==> src/rtl/line_mem_controller.sv <==
// Turns one 512-bit cache-line request into a 64-bit-beat bus burst (1 address beat plus 8 data beats).
// It also forwards snoop-invalidate messages from the bus to the arbiter, whatever state the FSM is in.
module line_mem_controller #(
    parameter int          BUS_W     = 64,
    parameter int          LINE_W    = 512,
    parameter logic [15:0] READ_TAG  = 16'h1100,
    parameter logic [15:0] WRITE_TAG = 16'h0100,
    parameter logic [15:0] INVAL_TAG = 16'h0400
) (
    input  logic              clk,
    input  logic              rst,
    input  logic              req_valid,
    input  logic [63:0]       req_addr,
    input  logic              req_wr,
    input  logic [LINE_W-1:0] req_wdata,
    output logic              rsp_valid,
    output logic [LINE_W-1:0] rsp_rdata,
    output logic              inval_valid,
    output logic [63:0]       inval_addr,
    output logic              bus_reqcyc,
    output logic [BUS_W-1:0]  bus_req,
    output logic [15:0]       bus_reqtag,
    input  logic              bus_reqack,
    input  logic              bus_respcyc,
    input  logic [BUS_W-1:0]  bus_resp,
    input  logic [15:0]       bus_resptag,
    output logic              bus_respack
);
    localparam int            BEATS = LINE_W / BUS_W;
    localparam int            CW    = $clog2(BEATS);
    localparam logic [CW-1:0] LAST  = CW'(BEATS - 1);
    localparam logic [CW-1:0] ONE   = CW'(1);
    localparam logic [63:0]   LINE_MASK = ~64'h3F;

    // Bus handshakes: a request beat moves when bus_reqcyc && bus_reqack are both high in the
    // same cycle, and the beat stays stable until then. Every response beat is acked in the
    // cycle it arrives, so the response side never applies backpressure.
    typedef enum logic [2:0] {
        IDLE    = 3'd0,
        RD_ADDR = 3'd1,
        RD_DATA = 3'd2,
        WR_ADDR = 3'd3,
        WR_DATA = 3'd4,
        DONE    = 3'd5
    } state_t;

    state_t            state, state_nxt;
    logic [CW-1:0]     cnt, cnt_nxt;
    logic [63:0]       addr_q;
    logic [LINE_W-1:0] wdata_q;
    logic              rd_beat;
    logic              snoop;

    assign rd_beat     = (state == RD_DATA) && bus_respcyc && (bus_resptag == READ_TAG);
    assign snoop       = bus_respcyc && (bus_resptag == INVAL_TAG);
    assign bus_respack = bus_respcyc;

    always_comb begin
        state_nxt  = state;
        cnt_nxt    = cnt;
        bus_reqcyc = 1'b0;
        bus_req    = '0;
        bus_reqtag = '0;
        rsp_valid  = 1'b0;
        case (state)
            IDLE: begin
                if (req_valid) state_nxt = req_wr ? WR_ADDR : RD_ADDR;
            end
            RD_ADDR: begin
                bus_reqcyc = 1'b1;
                bus_req    = addr_q;
                bus_reqtag = READ_TAG;
                if (bus_reqack) begin
                    cnt_nxt   = '0;
                    state_nxt = RD_DATA;
                end
            end
            RD_DATA: begin
                if (rd_beat) begin
                    cnt_nxt = cnt + ONE;
                    if (cnt == LAST) state_nxt = DONE;
                end
            end
            WR_ADDR: begin
                bus_reqcyc = 1'b1;
                bus_req    = addr_q;
                bus_reqtag = WRITE_TAG;
                if (bus_reqack) begin
                    cnt_nxt   = '0;
                    state_nxt = WR_DATA;
                end
            end
            WR_DATA: begin
                bus_reqcyc = 1'b1;
                bus_req    = wdata_q[cnt*BUS_W +: BUS_W];
                bus_reqtag = WRITE_TAG;
                if (bus_reqack) begin
                    cnt_nxt = cnt + ONE;
                    if (cnt == LAST) state_nxt = DONE;
                end
            end
            DONE: begin
                rsp_valid = 1'b1;
                state_nxt = IDLE;
            end
            default: state_nxt = IDLE;
        endcase
    end

    always_ff @(posedge clk) begin
        if (rst) begin
            state   <= IDLE;
            cnt     <= '0;
            addr_q  <= '0;
            wdata_q <= '0;
        end else begin
            state <= state_nxt;
            cnt   <= cnt_nxt;
            if (state == IDLE && req_valid) begin
                addr_q  <= req_addr & LINE_MASK;
                wdata_q <= req_wdata;
            end
        end
    end

    // The read line is updated in place beat by beat. Between reads it holds the last line.
    always_ff @(posedge clk) begin
        if (rst) begin
            rsp_rdata <= '0;
        end else if (rd_beat) begin
            rsp_rdata[cnt*BUS_W +: BUS_W] <= bus_resp;
        end
    end

    always_ff @(posedge clk) begin
        if (rst) begin
            inval_valid <= 1'b0;
            inval_addr  <= '0;
        end else begin
            inval_valid <= snoop;
            if (snoop) inval_addr <= bus_resp & LINE_MASK;
        end
    end
endmodule

==> config.mk <==
export PLATFORM = sky130hd
export DESIGN_NAME = line_mem_controller
export DESIGN_NICKNAME = d
export VERILOG_FILES = /design/src/rtl/line_mem_controller.sv
export SDC_FILE = /design/constraint.sdc
export NUM_CORES = 2
export LEC_CHECK = 0
export ABC_AREA = 1
export BUFFER_PORTS_ARGS = -buffer_cell sky130_fd_sc_hd__buf_2
export CAP_MARGIN = 20
export CORE_AREA = 8 8 514 516
export DETAILED_ROUTE_END_ITERATION = 6
export DIE_AREA = 0 0 522 524
export GPL_TIMING_DRIVEN = 0
export PLACE_DENSITY = 0.34
export SETUP_SLACK_MARGIN = 0.02
export SYNTH_ARGS = -nofsm -noshare
export SYNTH_HDL_FRONTEND = slang
export SYNTH_SLANG_ARGS = --single-unit
export TNS_END_PERCENT = 30
==> constraint.sdc <==
create_clock -name clk -period 7.1 [get_ports clk]
set_input_delay 2.13 -clock clk [delete_from_list [all_inputs] [get_ports clk]]
set_output_delay 2.13 -clock clk [all_outputs]
set_load 0.1 [all_outputs]
Word level (Yosys, flattened, before mapping)
Index checks and enable logic that the tools add are counted.
Word-level totals
  bits in registers: 1147
  input port bits: 662
  output and inout bits: 660
  word-level logic and storage cells: 54
Cells by class
  add/subtract/negate cells: 2
  equality and inequality tests: 14
  shift-type cells: 3
  mux-type cells: 17
  reduce and logical (&&, ||, !) cells: 11
Operator list (count)
  $bwmux W512: 1
  $shift A64 B34 Y512 const A: 1
  $shiftx A512 B10 Y64: 1
  $shiftx A64 B34 Y512: 1
  $pmux W64 S2: 1
  $neg A9 Y34: 1
  $mux W3: 9
  $pmux W13 S2: 1
  $eq A16 B11 Y1 const B: 1
  $eq A16 B13 Y1 const B: 1
  $pmux W3 S5: 1
  $ne A2 B2 Y1 const B: 5
  $eq A3 B3 Y1 const B: 3
  $pmux W3 S3: 1
  $eq A3 B2 Y1 const B: 2
  $reduce_and A5 Y1: 1
  $logic_and A1 B1 Y1: 4
  $reduce_and A4 Y1: 1
  $reduce_or A2 Y1: 2
  $add A3 B1 Y3 const B: 1
  $eq A3 B1 Y1 const B: 1
  $logic_not A3 Y1: 1
  $reduce_bool A3 Y1: 1
  $reduce_or A3 Y1: 1
  other kinds (3): 4

Depth between registers and ports, before layout
  depth in word-level cells: 5
  mapped depth: 16
  mapped depth without buffers: 10

Least setup slack after synthesis
No wires, ideal clock.
  path kind: register -> output
  start point: reg state[2]
  end point: out bus_req[10]
  arrival time: 3.027 ns
  required time: 4.970 ns
  slack: 1.943 ns
  stages on the path, launching flop included: 6
  buffers on the path: 2
  cells stage by stage: dfxtp_1 -> inv_1 -> nand2_1 -> clkbuf_1 -> clkbuf_1 -> o21ai_0
On the way
  longest elaborated chain between the ends: 3
  elaborated cells between the ends (all ways): 5
  those cells by class: 3 x eq/ne; 1 x mux; 1 x reduce/logical
Ends and longest elaborated chain
  start: declaration: line 47  | state_t state, state_nxt;
  start signal: assignment: line 117  | state <= state_nxt;
  $eq A3 B2 Y1 / $eq A3 B1 Y1 (equally long branches): line 65  | case (state)
  $reduce_or A2 Y1 (no line)
  $pmux W64 S2 (*): line 65
  end: declaration: line 21  | output logic [BUS_W-1:0] bus_req,
Mark *: on every way between the ends. The rest lies on a longest branch, timed or not.

Final worst setup path
  start point: reg cnt[0]
  end point: out bus_req[54]
On the way
  longest elaborated chain between the ends: 2
Ends and longest elaborated chain
  start: declaration: line 48  | logic [CW-1:0] cnt, cnt_nxt;
  start signal: assignment: line 118  | cnt <= cnt_nxt;
  $shiftx A512 B10 Y64: line 95  | bus_req = wdata_q[cnt*BUS_W +: BUS_W];
  $pmux W64 S2: line 65
No other way between the ends.

==> results.yml <==
status:
  status: "complete, no violations"
placement:
  place_hpwl_mm: 300
  dpl_cell_area_um2: 60300
  place.gp.congestion: 0.909
  numPortBuffers: 1294
pwr:
  ir_drop_mv: 0.225
  p_total_uw: 24900
  leakage_uw: 0.0256
  pwr_density_cell_nw_per_um2: 380
cts:
  h-tree-depth: 4
  root_buffer: "clkbuf_16"
  post-cts-setup-buffers: 0
  cts_buffer_depth: 3
  cts_tree: "built"
  clock_latency_ps: 820
  clk_pin_slew_ps: 70
  cts.sinks: 1147
  cts_made_buffers: 149
floorplanning:
  coreArea_um2: 256000
  ioPinCount: 1322
  start_util_pct: 19.3
  die_y_um: 524
  die_x_um: 522
  num_rows: 186
  floorplan.die_area_um2: 274000
detailed_routing:
  vias: 58000
  postRouteAntennaNets: 0
  remaining_drc_errors: 0
  dr.pass1.iters: 6
  drt-initial-drc-count: 6131
  routedWlPerCell_um: 31.2
  drt_wl_total_mm: 369
  avgViaCountPerCell: 4.91
layout:
  layout_common_cells: "buf_2 (1446), a21oi_1 (1211), dfxtp_1 (1147)"
  final_common_cell: "buf_2"
  postLayoutCellArea_um2: 65600
  fill_cells: 28900
  areaGrowthSynthToFinish_pct: 33.0
  nNetsFinal: 8918
  drive_above_1_share_pct: 21.3
critical_path:
  start_kind: "flop"
  crit_path_end_kind: "primary output"
  worstPathRequired_ps: 4970
  timing.rr.start: "cnt[1]"
  critical_path.max_fanout: 10
  critical_path_arrival_ps: 4780
  crit_start: "cnt[0]"
  critPathKind: "flop to primary output"
sta:
  drv_slew: 0
  max-slew-margin-rel_pct: 18.2
  setup_violations: 0
  post-route-min-period_ps: 6910
  finalSetupTns_ps: 0
  worstMarginPinSlew_ps: 1230
  timing.final.crit_share_pct: 97.4
  timing.hold.ws_ps: 449
  finalClockSkew_ps: 55.8
  fmaxAchievable_mhz: 145
  rsz0062_at_grt: "false"
  hold_violations: 0
synth:
  synth_area_um2: 49300
  synth_warnings: 0
  synthArstFlopShare_pct: 0
  synth_ff_type: "dfxtp_1"
  synthDistinctLibCells: 30
  synth_edf_count: 0
  syn_avg_cell_area_um2: 7.29
  synth.yosys.seq_area_share_pct: 46.6
  netlist_instances: 6769
  ys_ff_latch: 1147
grt:
  antenna_found_initial: 145
  grtUsageTotal_pct: 25.4
  gr-total-overflow: 0
  grt_max_degree: 17
  grt_pass1_wl_mm: 481
  grt_pass1_vias: 54100
min_path:
  min_from: "addr_q[62]"
  min_path_type: "flop to flop"
job:
  cap_violations: 0
-- where the power goes --
group / internal [uW] / switching, uW / leakage, uW / total, uW
sequential: 7190 / 258 / 0.00933 / 7450
clock: 4590 / 3320 / 0.00245 / 7910
combinational: 1870 / 7690 / 0.0139 / 9570
total: 13700 / 11300 / 0.0256 / 24900
-- through the flow --
stage          setup slack, ps  cells  util (%)
3_3_place_gp               669  11500      23.5
6_report                   187  11800      25.6
2_1_floorplan             1940   6788         -
5_1_grt                    112  11800      25.6
4_1_cts                   58.2  11700      25.6
3_5_place_dp               914  11500      23.6
-- kinds of logic after synthesis --
logic type                 after synthesis  share of synthesized area (%)
AOI/OAI and AO/OA                     2035                           20.7
adders and majority gates                6                          0.152
other                                    1                        0.00760
DFF                                   1147                           46.6
and+or+nand+nor                       2514                           23.5
buffers and inverters                 1066                           9.09
-- final cells by class --
class                      instances  area (um^2)  share of cell area, %
multi-input combinational       4575        21900                   33.5
clock inverter                    40          618                  0.942
timing repair buffer            1311         6750                   10.3
tap                             3384         4230                   6.46
sequential                      1147        23000                   35.0
buffer                           730         3240                   4.94
clock buffer                     229         4430                   6.75
inverter                         336         1260                   1.92
antenna                           59          148                  0.225
-- Yosys cell counts, types with 153 or more instances --
master,n,area share (%)
nand4_1,429,5.4
o21ai_0,646,6.6
nor2_1,595,4.5
clkbuf_1,462,3.5
inv_1,332,2.5
o21ai_1,171,1.7
nand3_1,599,6.1
a21oi_1,1211,12
nand2_1,680,5.2
nor3_1,194,2.0
dfxtp_1,1147,47
buf_2,153,1.6
-- worst max-delay path, cell delays in order (launching register included) --
cell and delay (ps):
dfxtp_1 360, buf_2 400, buf_6 330, buf_2 570, clkbuf_2 400, a21oi_1 120
o21ai_0 340, nand3_1 490, nand3_1 370, o21ai_0 230, buf_2 360
-- per-layer routing --
layer / track usage, % / wire length, um / vias up
met5: 0 / 230 / -
li1: - / - / 26400
met4: 7.55 / 11600 / 34
met1: 36.5 / 173000 / 28400
met2: 36.8 / 151000 / 2787
met3: 6.84 / 32800 / 464
-- sequential cells by signal, indices dropped and copies added, names as in the netlist --
register,cells
addr_q,58
wdata_q,512
inval_valid,1
cnt,3
state,3
rsp_rdata,512
inval_addr,58
-- worst paths after layout --
| kind | end | cells after the start | slack (ps) |
|---|---|---|---|
| max reg2reg | rsp_rdata[191] | 13 | 1580 |
| max | bus_req[54] | 10 | 190 |
| min reg2reg | addr_q[62] | 2 | 450 |
| min | addr_q[62] | 2 | 450 |
-- what timing repair did --
item	4_1_cts	5_1_grt
endpoints found under the setup margin	0	2
resized for setup	0	3
hold buffers	0	0
(Power assumes the default switching activity.)
